===== src/rtl/div_unit_pkg.sv =====
// Shared types and constants for the iterative divider.
// Holds the FSM state encoding and the default iteration count.
package div_unit_pkg;

  localparam int DIV_CYCLES_DEF = 32;
  localparam int XLEN = 32;

  typedef enum logic [1:0] {
    IDLE = 2'd0,
    BUSY = 2'd1,
    DONE = 2'd2
  } divState_t;

  // Two's-complement magnitude when the operand is treated as signed.
  function automatic logic [XLEN-1:0] magOf(
    input logic [XLEN-1:0] v,
    input logic            isSigned
  );
    return (isSigned && v[XLEN-1]) ? -v : v;
  endfunction

endpackage


===== src/rtl/div_step.sv =====
// One restoring-division iteration, purely combinational.
// Ports: remIn/divisor/quoIn in, remOut/quoOut out.
import div_unit_pkg::*;

module div_step (
  input  logic [XLEN:0]   remIn,
  input  logic [XLEN-1:0] divisor,
  input  logic [XLEN-1:0] quoIn,
  output logic [XLEN:0]   remOut,
  output logic [XLEN-1:0] quoOut
);

  logic [XLEN:0] shifted;
  logic [XLEN:0] diff;
  logic          noBorrow;

  // Next dividend bit comes out of the top of the quotient shifter.
  assign shifted = {remIn[XLEN-1:0], quoIn[XLEN-1]};
  assign diff    = shifted - {1'b0, divisor};

  // A set top bit means the shifted value overflowed past the
  // divisor's range, so the subtraction always succeeds.
  assign noBorrow = remIn[XLEN] | ~diff[XLEN];

  assign remOut = noBorrow ? diff : shifted;
  assign quoOut = {quoIn[XLEN-2:0], noBorrow};

endmodule


===== src/rtl/div_unit.sv =====
// Multi-cycle div/divu unit for the EX stage, one quotient bit per cycle.
// Ports: clk, rst, startE, signedE, srcaE, srcbE, cancel in;
//        divstallE, readyE, hi (remainder), lo (quotient) out.
import div_unit_pkg::*;

module div_unit #(
  parameter int DIV_CYCLES = DIV_CYCLES_DEF
) (
  input  logic            clk,
  input  logic            rst,
  input  logic            startE,
  input  logic            signedE,
  input  logic [XLEN-1:0] srcaE,
  input  logic [XLEN-1:0] srcbE,
  input  logic            cancel,
  output logic            divstallE,
  output logic            readyE,
  output logic [XLEN-1:0] hi,
  output logic [XLEN-1:0] lo
);

  localparam int CW =
    (DIV_CYCLES > 1) ? $clog2(DIV_CYCLES) : 1;
  localparam logic [CW-1:0] LAST = CW'(DIV_CYCLES - 1);

  divState_t       state;
  logic [CW-1:0]   count;
  logic [XLEN-1:0] divisorQ;
  logic [XLEN:0]   remQ;
  logic [XLEN-1:0] quoQ;
  logic            qNeg;
  logic            rNeg;
  logic            divZero;

  logic [XLEN:0]   stepRem;
  logic [XLEN-1:0] stepQuo;
  logic            accept;

  div_step u_step (
    .remIn   (remQ),
    .divisor (divisorQ),
    .quoIn   (quoQ),
    .remOut  (stepRem),
    .quoOut  (stepQuo)
  );

  assign accept = (state == IDLE) & startE & ~cancel;

  // Gated by rst so a pending startE cannot stall the pipe
  // while the unit is held in reset.
  assign divstallE = ~rst & (accept | (state == BUSY));

  always_ff @(posedge clk or posedge rst) begin
    if (rst) begin
      state    <= IDLE;
      count    <= '0;
      divisorQ <= '0;
      remQ     <= '0;
      quoQ     <= '0;
      qNeg     <= 1'b0;
      rNeg     <= 1'b0;
      divZero  <= 1'b0;
      readyE   <= 1'b0;
      hi       <= '0;
      lo       <= '0;
    end else begin
      readyE <= 1'b0;
      if (cancel) begin
        state <= IDLE;
        count <= '0;
      end else begin
        unique case (state)
          IDLE: begin
            if (startE) begin
              // Dividend magnitude seeds the quotient shifter.
              quoQ     <= magOf(srcaE, signedE);
              divisorQ <= magOf(srcbE, signedE);
              remQ     <= '0;
              qNeg     <= signedE & (srcaE[XLEN-1] ^ srcbE[XLEN-1]);
              rNeg     <= signedE & srcaE[XLEN-1];
              divZero  <= (srcbE == '0);
              count    <= '0;
              state    <= BUSY;
            end
          end
          BUSY: begin
            remQ  <= stepRem;
            quoQ  <= stepQuo;
            count <= count + 1'b1;
            if (count == LAST) begin
              // Result lands as DONE is entered so hi/lo and
              // readyE are all visible during the DONE cycle.
              // Remainder of x/0 is |x|, and the sign fix
              // restores the raw dividend, so only lo needs
              // the zero-divisor override.
              state  <= DONE;
              count  <= '0;
              readyE <= 1'b1;
              hi     <= rNeg ? -stepRem[XLEN-1:0]
                             : stepRem[XLEN-1:0];
              lo     <= divZero ? '1
                      : (qNeg ? -stepQuo : stepQuo);
            end
          end
          DONE: begin
            state <= IDLE;
          end
          default: begin
            state <= IDLE;
          end
        endcase
      end
    end
  end

endmodule


===== config.mk =====
export PLATFORM = sky130hd
export DESIGN_NAME = div_unit
export DESIGN_NICKNAME = d
export VERILOG_FILES = /design/src/rtl/div_unit_pkg.sv /design/src/rtl/div_step.sv /design/src/rtl/div_unit.sv
export SDC_FILE = /design/constraint.sdc
export NUM_CORES = 1
export LEC_CHECK = 0
export BUFFER_PORTS_ARGS = -buffer_cell sky130_fd_sc_hd__clkbuf_2
export CAP_MARGIN = 20
export CORE_MARGIN = 1
export CORE_UTILIZATION = 65
export CTS_CLUSTER_DIAMETER = 60
export CTS_CLUSTER_SIZE = 16
export DETAILED_ROUTE_END_ITERATION = 8
export PLACE_DENSITY = 0.88
export SYNTH_ARGS = -nofsm -noshare
export SYNTH_HDL_FRONTEND = slang
export SYNTH_SLANG_ARGS = --single-unit

===== constraint.sdc =====
create_clock -name clk -period 11.18 [get_ports clk]
set_input_delay 0.559 -clock clk [delete_from_list [all_inputs] [get_ports clk]]
set_output_delay 0.559 -clock clk [all_outputs]
set_load 0.01 [all_outputs]

== Word level (Yosys, flattened, before mapping) ==
Index checks and enable logic that the tools add are counted.
W data, S select, Z words.

* $add $sub $neg: 6
* Eq/ne operators: 5
* Muxes and demuxes: 21
* Bitwise gates (word level): 11
* Reduce and logical (&&, ||, !) cells: 11

{| class="wikitable"
|+ Operator list
! kind !! count
|-
| $mux W32 || 6
|-
| $neg A32 Y32 || 4
|-
| $mux W33 || 2
|-
| $pmux W33 S2 || 1
|-
| $pmux W32 S2 || 1
|-
| $sub A33 B32 Y33 || 1
|-
| $logic_not A32 Y1 || 1
|-
| $mux W5 || 3
|-
| $pmux W5 S2 || 1
|-
| $reduce_and A3 Y1 || 3
|-
| $mux W2 || 3
|-
| $add A5 B1 Y5 const B || 1
|-
| $and A1 B1 Y1 || 5
|-
| $eq A5 B5 Y1 const B || 1
|-
| $pmux W2 S2 || 1
|-
| $reduce_and A2 Y1 || 2
|-
| $mux W1 || 3
|-
| $ne A3 B2 Y1 const B || 1
|-
| $ne A3 B3 Y1 const B || 1
|-
| $not A1 Y1 || 3
|-
| $reduce_bool A3 Y1 || 1
|-
| $eq A2 B1 Y1 const B || 1
|-
| $logic_and A1 B1 Y1 || 2
|-
| $logic_not A2 Y1 || 1
|-
| 4 further kinds || 5
|}

* Register bits: 172
* Input bits: 69
* Word-level logic and storage cells: 65

== Logic depth before layout (Yosys ltp) ==
Gate-level depths: netlist of run 1.

* Depth after elaboration: 6
* Gate-level depth with buffers: 22

== By module ==
Synthesis of run 1 repeated with hierarchy kept, for this count alone.

* Cells, all modules: 1,373
* Area total of the unflattened synthesis: 11,743.8 µm²

{| class="wikitable"
|+ By module, submodules not included
! module !! times used !! cells an instance !! area each (µm²)
|-
| div_unit || 1 || 994 || 9,150.0
|-
| div_step || 1 || 379 || 2,593.7
|}

== Least setup slack after synthesis of run 1 ==
OpenSTA, ideal clock, no wires.

* Path type: register -> register
* From: reg divisorQ[0]
* To: reg hi[20]
* Arrival time: 4.669 ns
* Data required time: 11.111 ns
* Slack: 6.442 ns
* Cell stages (with the launch flop): 22
* Period minus slack after synthesis: 4.738 ns
* Cells stage by stage: dfrtp_1 -> ha_1 -> fa_1 -> nand2b_4 -> a211oi_4 -> o2111ai_2 -> a211o_4 -> and3_4 -> buf_6 -> nor2_4 -> buf_6 -> buf_2 -> buf_2 -> nand2_1 -> o21ai_0 -> ha_1 -> nand3_1 -> nor3_1 -> mux2i_1 -> or4b_1 -> a211o_1 -> nand3_1

* Cells in the longest elaborated chain, start to end: 6

{| class="wikitable"
|+ Ends and longest elaborated chain
! item !! RTL line !! source
|-
| start, declared || div_unit.sv:28 || <nowiki>logic [XLEN-1:0] divisorQ;</nowiki>
|-
| start signal, assigned || div_unit.sv:77 || <nowiki>divisorQ <= magOf(srcbE, signedE);</nowiki>
|-
| $sub A33 B32 Y33 * || div_step.sv:19 || <nowiki>assign diff = shifted - {1'b0, divisor};</nowiki>
|-
| $not A1 Y1 || div_step.sv:23 || <nowiki>assign noBorrow = remIn[XLEN] | ~diff[XLEN];</nowiki>
|-
| $or A1 B1 Y1 || div_step.sv:23 ||
|-
| $mux W33 * || div_step.sv:25 || <nowiki>assign remOut = noBorrow ? diff : shifted;</nowiki>
|-
| $neg A32 Y32 || div_unit.sv:99 || <nowiki>hi <= rNeg ? -stepRem[XLEN-1:0]</nowiki>
|-
| $mux W32 * || div_unit.sv:99 ||
|-
| end signal, assigned || div_unit.sv:99 ||
|-
| end, declared || div_unit.sv:18 || <nowiki>output logic [XLEN-1:0] hi,</nowiki>
|}

Mark *: on every way between the ends. The rest lies on a longest branch, timed or not.
A chain may end at the register's enable or synchronous reset.

== Worst setup path after layout of run 1 ==
* From: reg quoQ[31]
* To: reg lo[30]

* Cells in the longest elaborated chain, start to end: 6

{| class="wikitable"
|+ Ends and longest elaborated chain
! item !! RTL line !! source
|-
| start, declared || div_unit.sv:30 || <nowiki>logic [XLEN-1:0] quoQ;</nowiki>
|-
| start signal, assigned || div_unit.sv:76 || <nowiki>quoQ <= magOf(srcaE, signedE);</nowiki>
|-
| start signal, assigned || div_unit.sv:88 || <nowiki>quoQ <= stepQuo;</nowiki>
|-
| $sub A33 B32 Y33 || div_step.sv:19 ||
|-
| $not A1 Y1 || div_step.sv:23 ||
|-
| $or A1 B1 Y1 || div_step.sv:23 ||
|-
| $neg A32 Y32 || div_unit.sv:102 || <nowiki>: (qNeg ? -stepQuo : stepQuo);</nowiki>
|-
| $mux W32 || div_unit.sv:102 ||
|-
| $mux W32 || div_unit.sv:101 || <nowiki>lo <= divZero ? '1</nowiki>
|-
| end signal, assigned || div_unit.sv:101 ||
|-
| end, declared || div_unit.sv:19 || <nowiki>output logic [XLEN-1:0] lo</nowiki>
|}

Every way passes these cells.

==> results of run 1 <==
==> metal layers <==
layer | global-route usage [%] | vias up
li1 | - | 5764
met1 | 56.5 | 5725
met2 | 53.9 | 679
met3 | 7.12 | 55
met4 | 9.43 | 0
met5 | 0 | -
==> through the flow <==
step | instance area [µm²] | setup slack (ps) | total power [mW]
CTS | 13700 | 5610 | 3.60
global placement | 13100 | 5770 | 2.92
finish | 13700 | 5500 | 3.69
floorplan | 12300 | 5960 | 2.43
detailed placement | 13100 | 5650 | 2.96
global route | 13700 | 5170 | 3.92
==> Yosys cell counts, types with 13 or more instances <==
library cell / count / area, µm²
a211oi_1: 14 / 105
a21oi_1: 134 / 671
clkbuf_1: 56 / 210
dfrtp_1: 172 / 4300
ha_1: 38 / 475
inv_1: 53 / 199
mux2i_1: 24 / 240
nand2_1: 209 / 785
nand2b_1: 13 / 81.3
nand3_1: 38 / 190
nor2_1: 140 / 526
nor3_1: 33 / 165
nor4_1: 27 / 169
o21ai_0: 195 / 976
o31ai_1: 24 / 180
o41ai_1: 16 / 140
or3_1: 19 / 119
or4_1: 14 / 105
xnor2_1: 61 / 534
xor2_1: 55 / 482
==> worst paths after layout <==
path	from	to	cells after the start
setup reg to reg	quoQ[31]	lo[30]	18
max in group asynchronous	rst	hi[0]	3
setup / recovery	quoQ[31]	lo[30]	18
hold reg to reg	lo[15]	lo[15]	2
hold / removal	rst	divZero	2
min in group clk	srcbE[30]	divisorQ[30]	3
==> power by group through the flow <==
| stage | sequential [mW] | clock [mW] | combinational [mW] |
|---|---|---|---|
| after floorplan | 0.818 | 0 | 1.62 |
| after global placement | 0.884 | 0 | 2.04 |
| after detailed placement | 0.891 | 0 | 2.07 |
| after CTS | 0.880 | 0.625 | 2.09 |
| after global routing | 0.903 | 0.655 | 2.36 |
| final | 0.892 | 0.626 | 2.17 |
==> final cells by class <==
type                    instances  area [µm²]
multi-input cells            1247        7550
fillers                      1504        4910
clock inverters                15         201
clock buffers                  17         425
well taps                     234         293
repair buffers                144         746
inverters                      55         211
flip-flops and latches        172        4300
==> cells by family after synthesis <==
logic type               share of synthesized area, %
AND/OR/NAND/NOR                                  21.3
AO/OA/AOI/OAI                                    24.7
flip-flops                                       34.9
buffers and inverters                            4.18
XOR/XNOR                                         8.23
adder cells (fa/ha/maj)                          4.01
multiplexers                                     2.77
==> registers in the layout (all words and copies together) (netlist names) <==
signal / count
remQ: 33
divisorQ: 32
hi: 32
lo: 32
quoQ: 32
count: 5
state: 2
divZero: 1
qNeg: 1
rNeg: 1
readyE: 1
==> results.yml, run 1 <==
status:
  status: "finished clean"
clocking:
  cts_resized: 0
  cts_tree: "done"
  clk_pin_slew_ps: 80
  insertion_delay_ps: 450
  ctsHoldBuffers: 0
  cts_setup_buffers: 0
  cts_num_sinks: 172
  cts.path.max_buffers: 2
  cts_made_buffers: 17
  clock-root-buffer: "clkbuf_16"
  cts.htree.levels: 4
critical_path:
  cpPeakStageDelay_ps: 700
  regToRegSetupSlack_ps: 5500
  start_kind: "register"
  critical_path_class: "reg -> reg"
  crit_buf_inv: 3
  cp.required_ps: 11520
  arrival_ps: 6020
  crit_family: "compound AO/OA/AOI/OAI gates"
  crit_chain: "inv_1 > ha_1 > fa_1 > nand2b_4 > a211oi_4 > o2111ai_2 > a211o_4 > a21boi_4 > nor2_4 > buf_4 > inv_2 > ha_1 > nand4_1 > o41ai_1 > nand4_1 > xor2_1 > o21ai_0 > nand2_1"
  critPathMaxFanout: 41
  slowest_stage: "o41ai_1"
  end_kind: "register"
synth:
  synthDistinctLibCells: 82
  synth_edf_count: 0
  synth_flop_cell: "dfrtp_1"
  syn_avg_cell_area_um2: 7.98
  async_reset_ff_share_pct: 100
  syn-cell-area_um2: 12300
  seq_area_frac_synth_pct: 34.9
  synth_warnings: 0
  synth-seq-cells: 172
  synth_nets: 1656
  syn_inst: 1548
power_and_ir_drop:
  swShare_pct: 50.9
  powerDensity_nw_per_um2: 269
  p_leak_nw: 6.15
  p_seq_share_pct: 24.2
  switchingPower_mw: 1.88
  clkPwrFrac_pct: 17.0
  p_int_mw: 1.81
  combPwrFrac_pct: 58.9
  ir_drop_mv: 0.167
grt:
  grt_first_pass_wirelength_um: 57600
  grt_pass1_vias: 11200
  grt_usage_pct: 37.2
  grt_max_degree: 102
  grt_overflow: 0
  antenna_found_initial: 0
drt:
  drt-met1-wl_um: 15800
  firstDrtPassIters: 6
  met3_length_um: 3940
  drc: 0
  drt-vias-per-instance: 6.49
  drt_iter0_drc: 1420
  routed_wl_um: 35300
  dr.max_layer_used: "met4"
  wl_per_cell_um: 18.7
  met2_length_um: 15000
  via_count: 12200
  ant_nets: 0
placed_design:
  io_buffers: 134
  dpl.cell_count: 1852
  hpwl_um: 26400
  place.gp.congestion: 0.993
die:
  core_region_area_um2: 18600
  initial_utilization_pct: 66.2
  row_count: 50
  io-pin-count: 135
  die_w_um: 140
  die_height_um: 140
  dieArea_um2: 19600
timing:
  setup_tns_ps: 0
  setup_violations: 0
  slew_viol_final: 0
  finalHoldViolCount: 0
  fin_crit_sh_pct: 50.8
  hold-worst-slack_ps: 323
  slew_headroom_pct: 27.6
  grt_setup_unrepaired: "false"
  clock_skew_ps: 9.31
  worstMarginPinSlew_ps: 1080
  final.min_clock_period_ps: 5680
  fmax_mhz: 176
layout:
  drive_above_1_share_pct: 13.4
  area_growth_pct: 11.2
  fin_nets: 1745
  fin_util_pct: 73.7
  mostFrequentLayoutCell: "nand2_1"
  n_antenna_cell: 0
  fin_cells: 1884
  layout_common_cells: "208 x nand2_1, 195 x o21ai_0, 172 x dfrtp_1, 139 x nor2_1"
flow_run:
  cap_violations: 0
min_path:
  hold_path.class: "in -> async"
(Power assumes the default switching activity.)
==> run 2: changes to the inputs <==
--- a/config.mk
+++ b/config.mk
@@ -8,11 +8,11 @@
 export BUFFER_PORTS_ARGS = -buffer_cell sky130_fd_sc_hd__clkbuf_2
 export CAP_MARGIN = 20
 export CORE_MARGIN = 1
-export CORE_UTILIZATION = 65
+export CORE_UTILIZATION = 60
 export CTS_CLUSTER_DIAMETER = 60
 export CTS_CLUSTER_SIZE = 16
 export DETAILED_ROUTE_END_ITERATION = 8
-export PLACE_DENSITY = 0.88
+export PLACE_DENSITY = 0.82
 export SYNTH_ARGS = -nofsm -noshare
 export SYNTH_HDL_FRONTEND = slang
 export SYNTH_SLANG_ARGS = --single-unit
==> constraint.sdc (replaced) <==
create_clock -name clk -period 5.54 [get_ports clk]
set_input_delay 0.277 -clock clk [delete_from_list [all_inputs] [get_ports clk]]
set_output_delay 0.277 -clock clk [all_outputs]
set_load 0.01 [all_outputs]
==> results.yml, run 2 (same netlist as run 1, synthesis figures left out) <==
drt:
  wl_per_cell_um: 19.0
  routed_wl_um: 36600
  firstDrtPassIters: 6
  ant_nets: 0
  drt-vias-per-instance: 6.34
  via_count: 12200
  drc: 0
  drt_iter0_drc: 1474
power_and_ir_drop:
  p_int_mw: 3.65
  switchingPower_mw: 3.85
  p_seq_share_pct: 24.1
  p_leak_nw: 6.17
  ir_drop_mv: 0.321
  clkPwrFrac_pct: 16.1
  swShare_pct: 51.3
  powerDensity_nw_per_um2: 543
  combPwrFrac_pct: 59.7
grt:
  grt_usage_pct: 34.8
  globalRouteMet3Util_pct: 6.87
  grt_use_met2_pct: 49.0
  grt_overflow: 0
  grt_first_pass_wirelength_um: 58600
  antenna_found_initial: 0
  grt_pass1_vias: 11100
  busiest_layer: "met1"
  grt_max_degree: 74
  grt.met1_usage_pct: 53.5
clocking:
  cts_setup_buffers: 0
  cts_num_sinks: 172
  cts.path.max_buffers: 2
  cts_tree: "done"
  cts_made_buffers: 17
  cts.htree.levels: 4
  clk_pin_slew_ps: 80
  clock-root-buffer: "clkbuf_16"
  insertion_delay_ps: 450
critical_path:
  crit_chain: "inv_1 > ha_1 > fa_1 > nand2b_4 > a211oi_4 > o2111ai_2 > a211o_4 > a21boi_4 > nor2_4 > o21ai_0 > ha_1 > nand3_1 > nor3_1 > mux2i_1 > or4b_1 > a211o_1 > nand3_1"
  crit_family: "compound AO/OA/AOI/OAI gates"
  cp.required_ps: 5920
  critical_path_class: "reg -> reg"
  slowest_stage: "or4b_1"
  arrival_ps: 5360
  reg2reg_to: "hi[20]"
  regToRegSetupSlack_ps: 560
  end_kind: "register"
  cpPeakStageDelay_ps: 590
  timing.rr.start: "quoQ[31]"
  crit_buf_inv: 1
  critPathMaxFanout: 14
  start_kind: "register"
  reg2regPathDepth: 17
timing:
  timing.final.ws_setup_ps: 560
  worstMarginPinSlew_ps: 1100
  final.min_clock_period_ps: 4980
  finalHoldViolCount: 0
  fin_crit_sh_pct: 89.9
  slew_headroom_pct: 25.9
  fmax_mhz: 201
  slew_viol_final: 0
  setup_tns_ps: 0
  grt_setup_unrepaired: "false"
  setup_violations: 0
  clock_skew_ps: 13.2
min_path:
  min_to: "divisorQ[24]"
  hold_path.class: "in -> reg"
  hold_start: "srcbE[24]"
  hold_depth: 3
placed_design:
  io_buffers: 134
  place.gp.congestion: 1.00
  hpwl_um: 27300
  pre_cts_ws_ps: 727
die:
  initial_utilization_pct: 61.0
  die_height_um: 145
  dieArea_um2: 21200
  row_count: 52
  io-pin-count: 135
  die_w_um: 145
  core_region_area_um2: 20200
layout:
  largest_register_ffs: 33
  mostFrequentLayoutCell: "nand2_1"
  area_growth_pct: 11.8
  drive_above_1_share_pct: 13.7
  fin_nets: 1752
  n_antenna_cell: 0
  top_register: "remQ"
  layout_common_cells: "208 x nand2_1, 195 x o21ai_0, 172 x dfrtp_1, 139 x nor2_1"
flow_run:
  cap_violations: 0
status:
  status: "finished clean"
==> run 2: area by class of cell <==
cell class	count	area (µm²)
Timing Repair Buffer	151	813
Inverter	55	211
Clock inverter	14	146
Multi-Input combinational cell	1247	7550
Tap cell	270	338
Sequential cell	172	4300
Fill cell	1732	6430
Clock buffer	18	439
==> run 2: repair_timing <==
| action | 4_1_cts | 5_1_grt |
|---|---|---|
| hold endpoints to repair | 60 | 0 |
| hold buffers | 1 | 0 |
| gates resized for setup | 0 | 0 |
==> run 2: worst max-delay path by stage <==
stage	start	endpoint	slack, ps	cells after the start
after floorplan	rst	count[0]	600	1
after global routing	quoQ[31]	hi[20]	270	17
final	quoQ[31]	hi[20]	560	17
after CTS	quoQ[31]	hi[20]	660	17
after global placement	quoQ[31]	hi[20]	820	17
after detailed placement	quoQ[31]	hi[20]	730	17
==> run 2: per-stage QoR <==
step | utilization (%) | hold slack (ps) | cells | total power [mW] | area [µm²]
6_report | 68.2 | 139 | 1927 | 7.49 | 13800
5_1_grt | 68.2 | 174 | 1927 | 7.90 | 13800
4_1_cts | 68.1 | 139 | 1926 | 7.30 | 13800
3_5_place_dp | 65.2 | 399 | 1893 | 6.08 | 13200
3_3_place_gp | 65.2 | 392 | 1893 | 6.00 | 13200
2_1_floorplan | - | 410 | 1548 | 4.91 | 12300
==> run 2: tightest hold or removal path: stages <==
cell	delay, ps
clkbuf_2	100
xnor2_1	100
o21ai_0	60
==> run 2: layer usage <==
layer / part of all wire [%] / wire length, µm
met4: 2.4 / 867
met1: 46 / 16700
met3: 11 / 4000
met5: 0 / 0
met2: 41 / 15100
==> run 2: power groups by stage <==
stage / logic (mW) / registers, mW / clock network [mW]
3_5_place_dp: 4.27 / 1.80 / 0
6_report: 4.47 / 1.81 / 1.21
3_3_place_gp: 4.21 / 1.79 / 0
5_1_grt: 4.81 / 1.83 / 1.26
2_1_floorplan: 3.26 / 1.65 / 0
4_1_cts: 4.31 / 1.78 / 1.21
